File: src/rtl/uart_pkg.sv
// Shared UART definitions: parity modes, transmitter/receiver state encoding
// and the parity helper.
package uart_pkg;

  localparam int PAR_NONE = 0;
  localparam int PAR_ODD  = 1;
  localparam int PAR_EVEN = 2;

  typedef enum logic [2:0] {
    TX_IDLE  = 3'd0,
    TX_START = 3'd1,
    TX_DATA  = 3'd2,
    TX_PAR   = 3'd3,
    TX_STOP  = 3'd4
  } tx_state_t;

  // Unused upper bits of a narrow character are zero, so they do not disturb the XOR.
  function automatic logic parity_bit(input logic [7:0] data, input int mode);
    return (^data) ^ (mode == PAR_ODD);
  endfunction

endpackage

File: src/rtl/uart_fifo.sv
// Synchronous FIFO with fall-through read data; full/empty derived from the
// occupancy count.
module uart_fifo #(
  parameter int WIDTH = 8,
  parameter int DEPTH = 16
) (
  input  logic                     clk,
  input  logic                     rst,
  input  logic                     wr,
  input  logic [WIDTH-1:0]         wdata,
  input  logic                     rd,
  output logic [WIDTH-1:0]         rdata,
  output logic                     full,
  output logic                     empty,
  output logic [$clog2(DEPTH):0]   level
);

  localparam int AW = $clog2(DEPTH);

  logic [WIDTH-1:0] mem [DEPTH];
  logic [AW-1:0]    wptr;
  logic [AW-1:0]    rptr;
  logic             push;
  logic             pop;

  assign full  = (level == (AW+1)'(DEPTH));
  assign empty = (level == '0);
  assign push  = wr && !full;
  assign pop   = rd && !empty;
  assign rdata = mem[rptr];

  always_ff @(posedge clk) begin
    if (push) mem[wptr] <= wdata;
  end

  // Pointers wrap naturally because DEPTH is a power of two.
  always_ff @(posedge clk) begin
    if (rst) begin
      wptr  <= '0;
      rptr  <= '0;
      level <= '0;
    end else begin
      if (push) wptr <= wptr + 1'b1;
      if (pop)  rptr <= rptr + 1'b1;
      case ({push, pop})
        2'b10:   level <= level + 1'b1;
        2'b01:   level <= level - 1'b1;
        default: ;
      endcase
    end
  end

endmodule

File: src/rtl/uart_tx_param.sv
// Parametrised UART transmitter: FIFO-fed, runtime baud divisor latched per
// frame, optional parity, one or two stop bits, sticky overflow flag.
//
//   state    | meaning
//   TX_IDLE  | line high, waiting for a queued character
//   TX_START | start bit (0)
//   TX_DATA  | DATA_BITS data bits, LSB first
//   TX_PAR   | parity bit (only when PARITY != PAR_NONE)
//   TX_STOP  | STOP_BITS stop bits (1), then next frame or idle
module uart_tx_param
  import uart_pkg::*;
#(
  parameter int DATA_BITS  = 8,
  parameter int PARITY     = 0,
  parameter int STOP_BITS  = 1,
  parameter int FIFO_DEPTH = 16,
  parameter int DIV_W      = 16
) (
  input  logic                          clk,
  input  logic                          rst,
  input  logic [DIV_W-1:0]              baud_div,
  input  logic [DATA_BITS-1:0]          wdata,
  input  logic                          wr,
  input  logic                          clr_ovrflw,
  output logic                          full,
  output logic                          empty,
  output logic [$clog2(FIFO_DEPTH):0]   level,
  output logic                          overflow,
  output logic                          busy,
  output logic                          txd
);

  tx_state_t            state_q;
  tx_state_t            state_d;
  logic                 pop;
  logic [DATA_BITS-1:0] fifo_rdata;
  logic [DATA_BITS-1:0] shift_q;
  logic [DATA_BITS-1:0] shift_nx;
  logic                 par_q;
  logic [DIV_W-1:0]     div_q;
  logic [DIV_W-1:0]     baud_cnt;
  logic [3:0]           bit_cnt;
  logic                 bit_done;
  logic                 last_data;
  logic                 last_stop;
  logic                 txd_q;
  logic                 txd_d;

  uart_fifo #(
    .WIDTH (DATA_BITS),
    .DEPTH (FIFO_DEPTH)
  ) u_fifo (
    .clk   (clk),
    .rst   (rst),
    .wr    (wr),
    .wdata (wdata),
    .rd    (pop),
    .rdata (fifo_rdata),
    .full  (full),
    .empty (empty),
    .level (level)
  );

  assign bit_done  = (state_q != TX_IDLE) && (baud_cnt == '0);
  assign last_data = bit_done && (bit_cnt == 4'(DATA_BITS - 1));
  assign last_stop = bit_done && (bit_cnt == 4'(STOP_BITS - 1));

  always_ff @(posedge clk) begin
    if (rst) state_q <= TX_IDLE;
    else     state_q <= state_d;
  end

  always_comb begin
    state_d = state_q;
    case (state_q)
      TX_IDLE:  if (!empty)  state_d = TX_START;
      TX_START: if (bit_done) state_d = TX_DATA;
      TX_DATA:  if (last_data) state_d = (PARITY != PAR_NONE) ? TX_PAR : TX_STOP;
      TX_PAR:   if (bit_done) state_d = TX_STOP;
      TX_STOP:  if (last_stop) state_d = empty ? TX_IDLE : TX_START;
      default:  state_d = TX_IDLE;
    endcase
  end

  // txd is registered, so its next value follows the next state and next shift contents.
  always_comb begin
    busy     = (state_q != TX_IDLE);
    pop      = !empty && ((state_q == TX_IDLE) || (state_q == TX_STOP && last_stop));
    shift_nx = shift_q;
    if (pop)                                shift_nx = fifo_rdata;
    else if (state_q == TX_DATA && bit_done) shift_nx = shift_q >> 1;
    txd_d = 1'b1;
    case (state_d)
      TX_START: txd_d = 1'b0;
      TX_DATA:  txd_d = shift_nx[0];
      TX_PAR:   txd_d = par_q;
      default:  txd_d = 1'b1;
    endcase
  end

  always_ff @(posedge clk) begin
    if (rst) begin
      txd_q    <= 1'b1;
      shift_q  <= '0;
      par_q    <= 1'b0;
      div_q    <= '0;
      baud_cnt <= '0;
      bit_cnt  <= '0;
      overflow <= 1'b0;
    end else begin
      txd_q   <= txd_d;
      shift_q <= shift_nx;
      if (pop) begin
        div_q <= baud_div;
        par_q <= parity_bit(8'(fifo_rdata), PARITY);
      end
      // Down-counter reloaded at every bit boundary; the new frame's divisor is taken straight from the port.
      if (pop)                     baud_cnt <= baud_div;
      else if (bit_done)           baud_cnt <= div_q;
      else if (state_q != TX_IDLE) baud_cnt <= baud_cnt - 1'b1;
      if (pop || state_d != state_q) bit_cnt <= '0;
      else if (bit_done)             bit_cnt <= bit_cnt + 1'b1;
      if (wr && full)      overflow <= 1'b1;
      else if (clr_ovrflw) overflow <= 1'b0;
    end
  end

  assign txd = txd_q;

endmodule
File: config.mk
export PLATFORM = sky130hd
export DESIGN_NAME = uart_tx_param
export DESIGN_NICKNAME = d
export VERILOG_FILES = /design/src/rtl/uart_pkg.sv /design/src/rtl/uart_fifo.sv /design/src/rtl/uart_tx_param.sv
export SDC_FILE = /design/constraint.sdc
export NUM_CORES = 1
export LEC_CHECK = 0
export ABC_AREA = 1
export CELL_PAD_IN_SITES_DETAIL_PLACEMENT = 1
export CELL_PAD_IN_SITES_GLOBAL_PLACEMENT = 1
export CORE_MARGIN = 4
export CORE_UTILIZATION = 25
export DETAILED_ROUTE_END_ITERATION = 12
export GPL_TIMING_DRIVEN = 0
export HOLD_SLACK_MARGIN = 0.15
export MAX_ROUTING_LAYER = met4
export PLACE_DENSITY_LB_ADDON = 0.1
export SYNTH_ARGS = -nofsm -noshare
export SYNTH_HDL_FRONTEND = slang
export SYNTH_SLANG_ARGS = --single-unit
File: constraint.sdc
create_clock -name clk -period 4.8 [get_ports clk]
set_input_delay 0.72 -clock clk [delete_from_list [all_inputs] [get_ports clk]]
set_output_delay 0.72 -clock clk [all_outputs]
set_load 0.1 [all_outputs]
Word-level counts from Yosys, hierarchy flattened
Memories as Yosys holds them, arrays and structs flattened. A register that Yosys moved wholly into a read port is not among the register bits.
Index checks and enable logic that the tools add are counted.
{ "classes": {"addsub": 6, "eq_ne": 12, "n_mux": 20, "n_reduce_logical": 24} }
{ "ops": {"columns": ["op", "n"], "rows": [
  ["two-way mux 16 bit", 3],
  ["logical NOT 16 bit", 1],
  ["two-way mux 8 bit", 2],
  ["subtractor 16 x 1 -> 16 bit (second input constant)", 1],
  ["two-way mux 3 bit", 5],
  ["case mux 3 bit (5 select lines)", 1],
  ["adder 4 x 1 -> 4 bit (second input constant)", 3],
  ["equality test 3 x 2 -> 1 bit (second input constant)", 4],
  ["case mux 5 bit (2 select lines)", 1],
  ["logical AND 1 bit", 9],
  ["two-way mux 4 bit", 2],
  ["XOR reduction 8 bit", 1],
  ["equality test 3 x 1 -> 1 bit (second input constant)", 2],
  ["nonzero test 2 bit", 3],
  ["nonzero test 3 bit", 2],
  ["adder 5 x 1 -> 5 bit (second input constant)", 1],
  ["equality test 5 bit (second input constant)", 1],
  ["logical NOT 5 bit", 1],
  ["two-way mux 1 bit", 5],
  ["subtractor 5 x 1 -> 5 bit (second input constant)", 1],
  ["equality test 4 x 3 -> 1 bit (second input constant)", 1],
  ["logical NOT 4 bit", 1],
  ["equality test 3 bit (second input constant)", 1],
  ["logical NOT 3 bit", 1],
  ["other kinds (7)", 9]
]} }
{ "word_totals": {"register_bits": 63, "mem_bits_rw": 128, "input_bits": 28, "output_inout_bits": 10, "elab_cells": 75, "memories": 1} }
{ "memory_table": {"columns": ["name", "depth", "word_bits", "rd", "rd_ports_with_merged_regs", "wr", "line_no", "text"], "rows": [
  ["u_fifo.mem", 16, 8, 1, 1, 1, "uart_fifo.sv:20", "logic [WIDTH-1:0] mem [DEPTH];"]
]} }

Logic depth before layout (Yosys ltp)
Gate-level depths: netlist of the first run.
{ "depth": {"ltp_word": 9, "depth_mapped": 21, "depth_no_buf": 20} }

Cells and area by module
A second synthesis of the first run with hierarchy kept.
{ "hier_totals": {"hier_cells": 904, "area_unflattened_um2": 9106.2} }
{ "modules_own_cells": {"columns": ["module", "instances", "cells_each", "area_each_um2", "seq_area_each_um2"], "rows": [
  ["uart_fifo", 1, 477, 6117.1, 4184.0],
  ["uart_tx_param", 1, 427, 2989.1, 1001.0]
]} }

Worst setup path after synthesis of the first run
Ideal clock, no wire load.
{ "synth_timing": {"kind": "reg-to-reg", "from": "register u_fifo.level[1]", "to": "register u_fifo.level[4]", "setup_ns": 0.166, "t_arrival_ns": 2.983, "required_time_ns": 4.634, "path_slack_ns": 1.651, "path_stages_with_launch": 18, "path_cell_list": "dfxtp_1 nor4_1 nand2_1 nand2_1 inv_1 nand2_4 clkinv_2 buf_6 ha_1 ha_1 nand2_1 nand2_1 a31oi_1 inv_1 o21ai_0 a21oi_1 o21ai_0 a21oi_1"} }
{ "synth_via": {"elab_chain_len": 6} }
{ "synth_rtl": {"columns": ["element", "line_no", "text"], "rows": [
  ["start, declared", "uart_fifo.sv:15", "output logic [$clog2(DEPTH):0] level"],
  ["start signal, assigned", "uart_fifo.sv:46", "2'b10: level <= level + 1'b1;"],
  ["start signal, assigned", "uart_fifo.sv:47", "2'b01: level <= level - 1'b1;"],
  ["logical NOT 5 bit (*)", "uart_fifo.sv:27", "assign empty = (level == '0);"],
  ["logical NOT 1 bit (*)", "uart_tx_param.sv:88", "pop = !empty && ((state_q == TX_IDLE) || (state_q == TX_STOP && last_stop));"],
  ["logical AND 1 bit (*)", "uart_tx_param.sv:88", null],
  ["named net pop", "uart_tx_param.sv:35", "logic pop;"],
  ["logical AND 1 bit (*)", "uart_fifo.sv:29", "assign pop = rd && !empty;"],
  ["equality test 2 x 1 -> 1 bit / equality test 2 bit (equally long branches)", "uart_fifo.sv:45", "case ({push, pop})"],
  ["case mux 5 bit (2 select lines) / nonzero test 2 bit (equally long branches)", null, null]
]} }
Mark *: on every way through the listed nets, which the timed path passes. The rest lies on a longest branch.
A chain may end at the register's enable or synchronous reset.

Worst setup path in the final report of the first run
{ "layout_timing": {"from": "register u_fifo.level[0]", "to": "output empty"} }
{ "layout_via": {"elab_chain_len": 1} }
{ "layout_rtl": {"columns": ["element", "line_no", "text"], "rows": [
  ["logical NOT 5 bit", "uart_fifo.sv:27", null],
  ["end, declared", "uart_tx_param.sv:26", "output logic empty,"]
]} }
Every way passes these cells.

==> run_results.csv, run 1 <==
group,metric,value,unit
setup_path,critPathMaxFanout,6,
cts,max-clock-path-buffers,2,
detailed_routing,route.detailed.drc,0,
cts,tritoncts_clock_tree,"yes",
setup_path,timing_worst_setup_path_type,"reg2out",
yosys,synth.lib_cells_used.distinct,37,
global_routing,global_route.usage.total,0.152,
cts,ctsResizeCount,0,
detailed_routing,antenna_left,0,
detailed_routing,route.detailed.wl_per_inst,17.9,um
setup_path,timing.reg2reg.setup_slack,1.33,ns
detailed_routing,routed_via_density,4.47,
cts,cts_hold_buffers,0,
yosys,syn-num-nets,1073,
global_routing,global_route_wire_length_before_repair,43900,um
sta,rsz_0062_raised_after_global_routing,"false",
floorplan,die_area,39200,um^2
yosys,synth_cells,1031,
detailed_routing,drtPass1Iterations,5,
final_layout,antenna-diode-count,0,
sta,final_min_period_over_clock_period,0.742,
setup_path,critical_path.startpoint_type,"flip-flop",
yosys,yosys-top-cells-count,"sky130_fd_sc_hd__nand2_1, sky130_fd_sc_hd__inv_1, sky130_fd_sc_hd__edfxtp_1",
pwr,static_leakage_power,4.31,nW
floorplan,floorplan.die.width,198,um
min_path,timing.hold.worst_path_depth,1,
cts,post-cts-setup-buffer-count,0,
yosys,synth-async-reset-ratio,0,
final_layout,nNetsFinal,1128,
placed_design,placement.io_buffers,36,
detailed_routing,route.vias.total,6977,
yosys,synth_area_leader_cell,"sky130_fd_sc_hd__edfxtp_1",
sta,final-hold-violation-count,0,
yosys,post_syn_area_per_cell,8.75,um^2
sta,timing.final.setup_violations,0,
yosys,synth-main-ff-cell,"sky130_fd_sc_hd__edfxtp_1",
placed_design,detailedPlace.worstSlack,1.32,ns
final_layout,layout-drive-gt1-share,0.0546,
setup_path,cp_cell_instances,"nor4_1 -> nand2_1 -> inv_1 -> clkdlybuf4s50_1",
yosys,netlist.area_leader.share,0.426,
placed_design,dp.cells,1528,
placed_design,dpl-instance-area,9960,um^2
setup_path,critical_path_buf_inv_count,2,
detailed_routing,drt_iter0_markers,385,
final_layout,filler_cell_count,4201,
final_layout,area_growth,17.0,%
final_layout,instances_no_fill,1560,
setup_path,worst_r2r_path_depth,20,
placed_design,dp_hpwl,19900,um
setup_path,cp_data_required_time,4.08,ns
sta,timing_worst_slew_pin_value,1.19,ns
yosys,yosysWarnings,0,
yosys,synth-seq-cells,195,
yosys,synth_sequential_area_ratio,0.575,
sta,min_period,3.56,ns
yosys,synth_most_common_cell,"sky130_fd_sc_hd__nand2_1",
cts,cts_made_buffers,17,
yosys,synthTopCellsByArea,"sky130_fd_sc_hd__edfxtp_1, sky130_fd_sc_hd__dfxtp_1, sky130_fd_sc_hd__nand2_1",
pwr,fin_total_pwr,6.31,mW
final_layout,final_core_utilization,0.297,
global_routing,grt_max_degree,19,
global_routing,number_of_antenna_violations_at_the_first_check_in_global_routing,0,
sta,remaining_max_slew_budget_at_the_tightest_pin,0.207,
floorplan,die_height,198,um
outcome,status,"complete, no violations",
floorplan,floorplan.io_pins,38,
placed_design,globalplace.congestion,0.817,
final_layout,fin_area,10600,um^2
setup_path,cpMaxStageDelayCell,"sky130_fd_sc_hd__clkdlybuf4s50_1",
cts,clkSlewWorstSetupHoldPaths,0.08,ns
cts,clock_sink_count,195,
global_routing,first_global_vias,7290,
sta,final-max-slew-violation-count,0,
global_routing,grt-ovfl-total,0,
cts,worst_skew_pair.late_latency,0.45,ns
sta,timing.hold.ws,0.450,ns
floorplan,starting_density_of_the_core,0.254,
cts,cts_htree_levels,4,
floorplan,core_area,35600,um^2
sta,final.setup.tns,0,ns
detailed_routing,routed_wl,28000,um
sta,clock.fmax,0.281,GHz
setup_path,worst_path_dominant_cell_family,"buffers and inverters",
setup_path,cp.depth,4,
setup_path,cpPeakStageDelay,1.13,ns
setup_path,crit_path_end_kind,"output pin",
pwr,vdd_ir_drop_max,0.000424,V
sta,final.setup_skew,0.0134,ns
pwr,power_per_cell_area,598,nW/um^2
min_path,type_of_the_worst_min_delay_path,"reg2reg",
run,drv_cap,0,
yosys,post_synth_instance_area,9020,um^2
yosys,synth-edff-count,128,
sta,slack_of_the_critical_path,1.24,ns
floorplan,num_rows,69,
cts,clk_root_buffer_cell,"sky130_fd_sc_hd__clkbuf_16",
setup_path,cp_data_arrival_time,2.84,ns
## sequential cells by signal (all words and copies together), names as in the netlist, named ones only
signal	cells
div_q	16
u_fifo.level	5
overflow	1
state_q	3
txd	1
u_fifo.mem	128
par_q	1
u_fifo.rptr	4
bit_cnt	4
shift_q	8
u_fifo.wptr	4
baud_cnt	16
## layout by cell type, fill, tap and decap left out, types with 2 or more instances in the layout
cell                              count
sky130_fd_sc_hd__nor2_1              90
sky130_fd_sc_hd__ha_1                13
sky130_fd_sc_hd__a31oi_1              5
sky130_fd_sc_hd__nand2_1            294
sky130_fd_sc_hd__a22oi_1              3
sky130_fd_sc_hd__clkbuf_1            22
sky130_fd_sc_hd__clkinvlp_4           3
sky130_fd_sc_hd__clkdlybuf4s50_1     36
sky130_fd_sc_hd__nand2_2              4
sky130_fd_sc_hd__edfxtp_1           128
sky130_fd_sc_hd__buf_2               16
sky130_fd_sc_hd__nand4_1              6
sky130_fd_sc_hd__nand3b_1             2
sky130_fd_sc_hd__nand3_1             92
sky130_fd_sc_hd__nor3_1               7
sky130_fd_sc_hd__inv_8                3
sky130_fd_sc_hd__o22ai_1              9
sky130_fd_sc_hd__xor2_1              10
sky130_fd_sc_hd__xnor2_1              5
sky130_fd_sc_hd__o211ai_1            29
sky130_fd_sc_hd__inv_6                4
sky130_fd_sc_hd__bufinv_16            2
sky130_fd_sc_hd__inv_1              143
sky130_fd_sc_hd__a21oi_1             30
sky130_fd_sc_hd__dfxtp_1             67
sky130_fd_sc_hd__o21ai_0             39
sky130_fd_sc_hd__buf_6                3
sky130_fd_sc_hd__clkbuf_16           17
## worst reg2reg max path: cells and delay by family, from the launching register on
family / cells / cell delay, ns
AOI/OAI and AO/OA: 5 / 0.56
adders and majority gates: 2 / 0.71
buffers and inverters: 5 / 0.51
DFF: 1 / 0.36
and+or+nand+nor: 8 / 1.27
## cells by family (layout without fill, tap and decap cells)
| logic type | after synthesis | after routing | synth area share |
|---|---|---|---|
| xor gates and xnor gates | 15 | 15 | 0.0146 |
| buffers and inverters | 186 | 254 | 0.0822 |
| adders and majority gates | 14 | 14 | 0.0202 |
| and+or+nand+nor | 502 | 502 | 0.230 |
| AOI/OAI and AO/OA | 119 | 119 | 0.0779 |
| DFF | 195 | 195 | 0.575 |
## area by class of cell
cell class,instances,area [um^2],area share
buffer,41,196,0.0186
clock buffer,18,429,0.0407
clock inverter,14,164,0.0155
inverter,145,546,0.0517
multi-input combinational,650,3100,0.293
sequential,195,5180,0.491
tap,461,577,0.0547
timing repair buffer,36,360,0.0341
## report_power, final
group | leakage, nW | internal (mW) | switching (mW)
sequential | 1.71 | 2.00 | 0.139
clock | 0.281 | 0.786 | 0.719
combinational | 2.32 | 0.796 | 1.87
total | 4.31 | 3.58 | 2.73
## final timing paths
kind | from | end
setup / recovery | u_fifo.level[0] | empty
hold / removal | u_fifo.rptr[3] | flip-flop
setup reg to reg | baud_cnt[4] | u_fifo.level[4]
hold reg to reg | u_fifo.rptr[3] | flip-flop
## layer usage
layer  global-route usage  part of all wire  up-vias
met3               0.0250             0.023       18
met4               0.0319             0.010        0
met1                0.210              0.51     3417
li1                     -                 -     3479
met2                0.237              0.46       63
met5                    -                 0        -
Note: power is estimated with default switching activity, not from simulation.
==> inputs of run 2 (changes only) <==
Clock period 4.8 ns to 3.1 ns, I/O delays scaled along.
==> run_results.csv, run 2 (same netlist as run 1, synthesis figures left out) <==
group,metric,value,unit
global_routing,met2_usage,0.236,
final_layout,most_frequent_standard_cell_in_the_layout_excluding_fill_and_tap_cells,"sky130_fd_sc_hd__nand2_1",
final_layout,filler_cell_count,4163,
final_layout,layout.cells.most_common_list,"sky130_fd_sc_hd__nand2_1, sky130_fd_sc_hd__inv_1, sky130_fd_sc_hd__edfxtp_1",
cts,max-clock-path-buffers,2,
detailed_routing,routed_via_density,4.45,
detailed_routing,route.detailed.drc,0,
sta,slack_of_the_critical_path,0.268,ns
pwr,power_per_cell_area,943,nW/um^2
global_routing,global_route.usage.total,0.153,
pwr,fin_total_pwr,10.1,mW
global_routing,number_of_antenna_violations_at_the_first_check_in_global_routing,0,
floorplan,starting_density_of_the_core,0.254,
final_layout,antenna-diode-count,0,
setup_path,cp-startpoint,"baud_cnt[0]",
sta,final-max-slew-violation-count,0,
final_layout,flip_flop_count_of_the_largest_register_all_copies_and_words_added,128,
sta,min_period,2.83,ns
pwr,vdd_ir_drop_max,0.000494,V
global_routing,global_route_wire_length_before_repair,43900,um
setup_path,worst_r2r_path_depth,21,
detailed_routing,routed_wl,28200,um
sta,final_min_period_over_clock_period,0.914,
global_routing,grt_busiest_layer,"met2",
placed_design,dp_hpwl,20000,um
cts,clkSlewWorstSetupHoldPaths,0.08,ns
detailed_routing,drtPass1Iterations,4,
sta,rsz_0062_raised_after_global_routing,"true",
floorplan,die_area,39200,um^2
placed_design,placement.io_buffers,36,
final_layout,most_flops_register,"u_fifo.mem",
global_routing,grt_max_degree,19,
sta,final-hold-violation-count,0,
final_layout,final_core_utilization,0.302,
final_layout,fin_area,10700,um^2
detailed_routing,antenna_left,0,
setup_path,critical_path.startpoint_type,"flip-flop",
cts,worst_skew_pair.late_latency,0.45,ns
cts,cts_htree_levels,4,
floorplan,floorplan.io_pins,38,
pwr,p_int,5.87,mW
placed_design,dpl-instance-area,9960,um^2
pwr,pwr-share-comb,0.419,
cts,clk_root_buffer_cell,"sky130_fd_sc_hd__clkbuf_16",
cts,tritoncts_clock_tree,"yes",
global_routing,met3_resource_use_gr,0.0250,
cts,clock_sink_count,195,
pwr,static_leakage_power,4.41,nW
cts,cts_made_buffers,17,
setup_path,timing_worst_setup_path_type,"reg2reg",
floorplan,die_height,198,um
outcome,status,"complete, no violations",
sta,timing_worst_slew_pin_value,1.14,ns
placed_design,globalplace.congestion,0.793,
min_path,worstHoldStart,"u_fifo.rptr[3]",
sta,timing.hold.ws,0.447,ns
setup_path,critPathMaxFanout,10,
min_path,type_of_the_worst_min_delay_path,"reg2reg",
min_path,timing.hold.worst_endpoint,"u_fifo.rptr[3]",
final_layout,area_growth,19.0,%
final_layout,layout-drive-gt1-share,0.0770,
setup_path,r2r_start,"baud_cnt[0]",
detailed_routing,route.detailed.wl_per_inst,18.0,um
setup_path,cp_data_arrival_time,3.21,ns
setup_path,crit_path_end_kind,"flip-flop",
pwr,power.switching_fraction,0.421,
final_layout,top_regs,"u_fifo.mem: 128 flops, baud_cnt: 16 flops, div_q: 16 flops",
global_routing,globalRouteMet1Util,0.213,
setup_path,rr_endpoint,"u_fifo.level[4]",
floorplan,num_rows,69,
placed_design,detailedPlace.worstSlack,-0.438,ns
cts,cts_hold_buffers,0,
pwr,power_switching,4.27,mW
pwr,power.sequential.fraction,0.330,
run,drv_cap,0,
detailed_routing,route.vias.total,6964,
floorplan,core_area,35600,um^2
global_routing,first_global_vias,7331,
pwr,power.clock.fraction,0.251,
sta,timing.final.setup_violations,0,
final_layout,nNetsFinal,1133,
floorplan,floorplan.die.width,198,um
sta,final.setup_skew,0.0110,ns
global_routing,grt-ovfl-total,0,
min_path,timing.hold.worst_path_depth,1,
setup_path,cp_data_required_time,3.48,ns
sta,remaining_max_slew_budget_at_the_tightest_pin,0.237,
setup_path,timing.reg2reg.setup_slack,0.27,ns
sta,clock.fmax,0.353,GHz
detailed_routing,drt_iter0_markers,320,
-- run 2: changes by cell type in the layout (fill, tap and decap cells not counted), sizes merged --
cell,before,now
buf,20,25
bufinv,2,5
clkdlybuf4s50,36,33
dlygate4sd2,0,2
clkbuf,39,38
clkinv,3,2
clkinvlp,3,2
dlymetal6s2s,0,1
-- run 2: stage by stage --
stage | TNS [ns] | std cells
final | 0 | 1565
after global routing | -0.0175 | 1565
after CTS | 0 | 1562
after detailed placement | -0.773 | 1528
after global placement | -0.830 | 1528
after floorplan | 0 | 1031
-- run 2: layout make-up --
class / count / area [um^2] / share of cell area
buffer: 41 / 205 / 0.0191
clock buffer: 17 / 425 / 0.0396
clock inverter: 15 / 238 / 0.0221
inverter: 145 / 549 / 0.0511
multi-input combinational: 650 / 3150 / 0.293
sequential: 195 / 5200 / 0.484
tap: 461 / 577 / 0.0537
timing repair buffer: 41 / 398 / 0.0370
-- run 2: worst max-delay path: stages, from the launching register on --
cell	delay (ns)
sky130_fd_sc_hd__dfxtp_1	0.33
sky130_fd_sc_hd__inv_1	0.10
sky130_fd_sc_hd__ha_2	0.20
sky130_fd_sc_hd__nand3_1	0.09
sky130_fd_sc_hd__nor2_2	0.13
sky130_fd_sc_hd__nand2_2	0.10
sky130_fd_sc_hd__nor2_4	0.12
sky130_fd_sc_hd__nand2_2	0.06
sky130_fd_sc_hd__nand2_2	0.09
sky130_fd_sc_hd__nand2_4	0.10
sky130_fd_sc_hd__inv_6	0.07
sky130_fd_sc_hd__buf_12	0.13
sky130_fd_sc_hd__ha_4	0.17
sky130_fd_sc_hd__inv_1	0.06
sky130_fd_sc_hd__fa_2	0.35
sky130_fd_sc_hd__inv_1	0.06
sky130_fd_sc_hd__a31oi_1	0.08
sky130_fd_sc_hd__inv_1	0.07
sky130_fd_sc_hd__o21ai_0	0.07
sky130_fd_sc_hd__a21oi_1	0.19
sky130_fd_sc_hd__o21ai_1	0.08
sky130_fd_sc_hd__a21oi_1	0.12
-- run 2: what timing repair did --
action                     CTS  global route
resized for setup           11            17
pin swaps                    2             4
setup buffers                2             3
setup endpoints to repair    5             3
-- run 2: how the worst max path moves through the flow --
stage	end	slack (ns)	cells after the start
after floorplan	u_fifo.level[4]	0.04	17
after global placement	u_fifo.level[4]	-0.42	20
after detailed placement	u_fifo.level[4]	-0.44	20
after CTS	u_fifo.level[4]	0.0004	20
after global routing	u_fifo.level[4]	-0.02	20
final	u_fifo.level[4]	0.27	21
-- run 2: routing by layer --
metal  vias to the layer above  wire (um)
met5                         -          0
met4                         0        218
met3                        14        462
met2                        47      12900
met1                      3409      14600
li1                       3494          -
-- run 2: power groups by stage --
stage	sequential, mW	clock (mW)	combinational [mW]
after global placement	3.37	0	4.20
after floorplan	3.52	0	2.68
after detailed placement	3.37	0	4.23
after global routing	3.38	2.71	4.83
after CTS	3.33	2.63	4.28
final	3.34	2.55	4.24
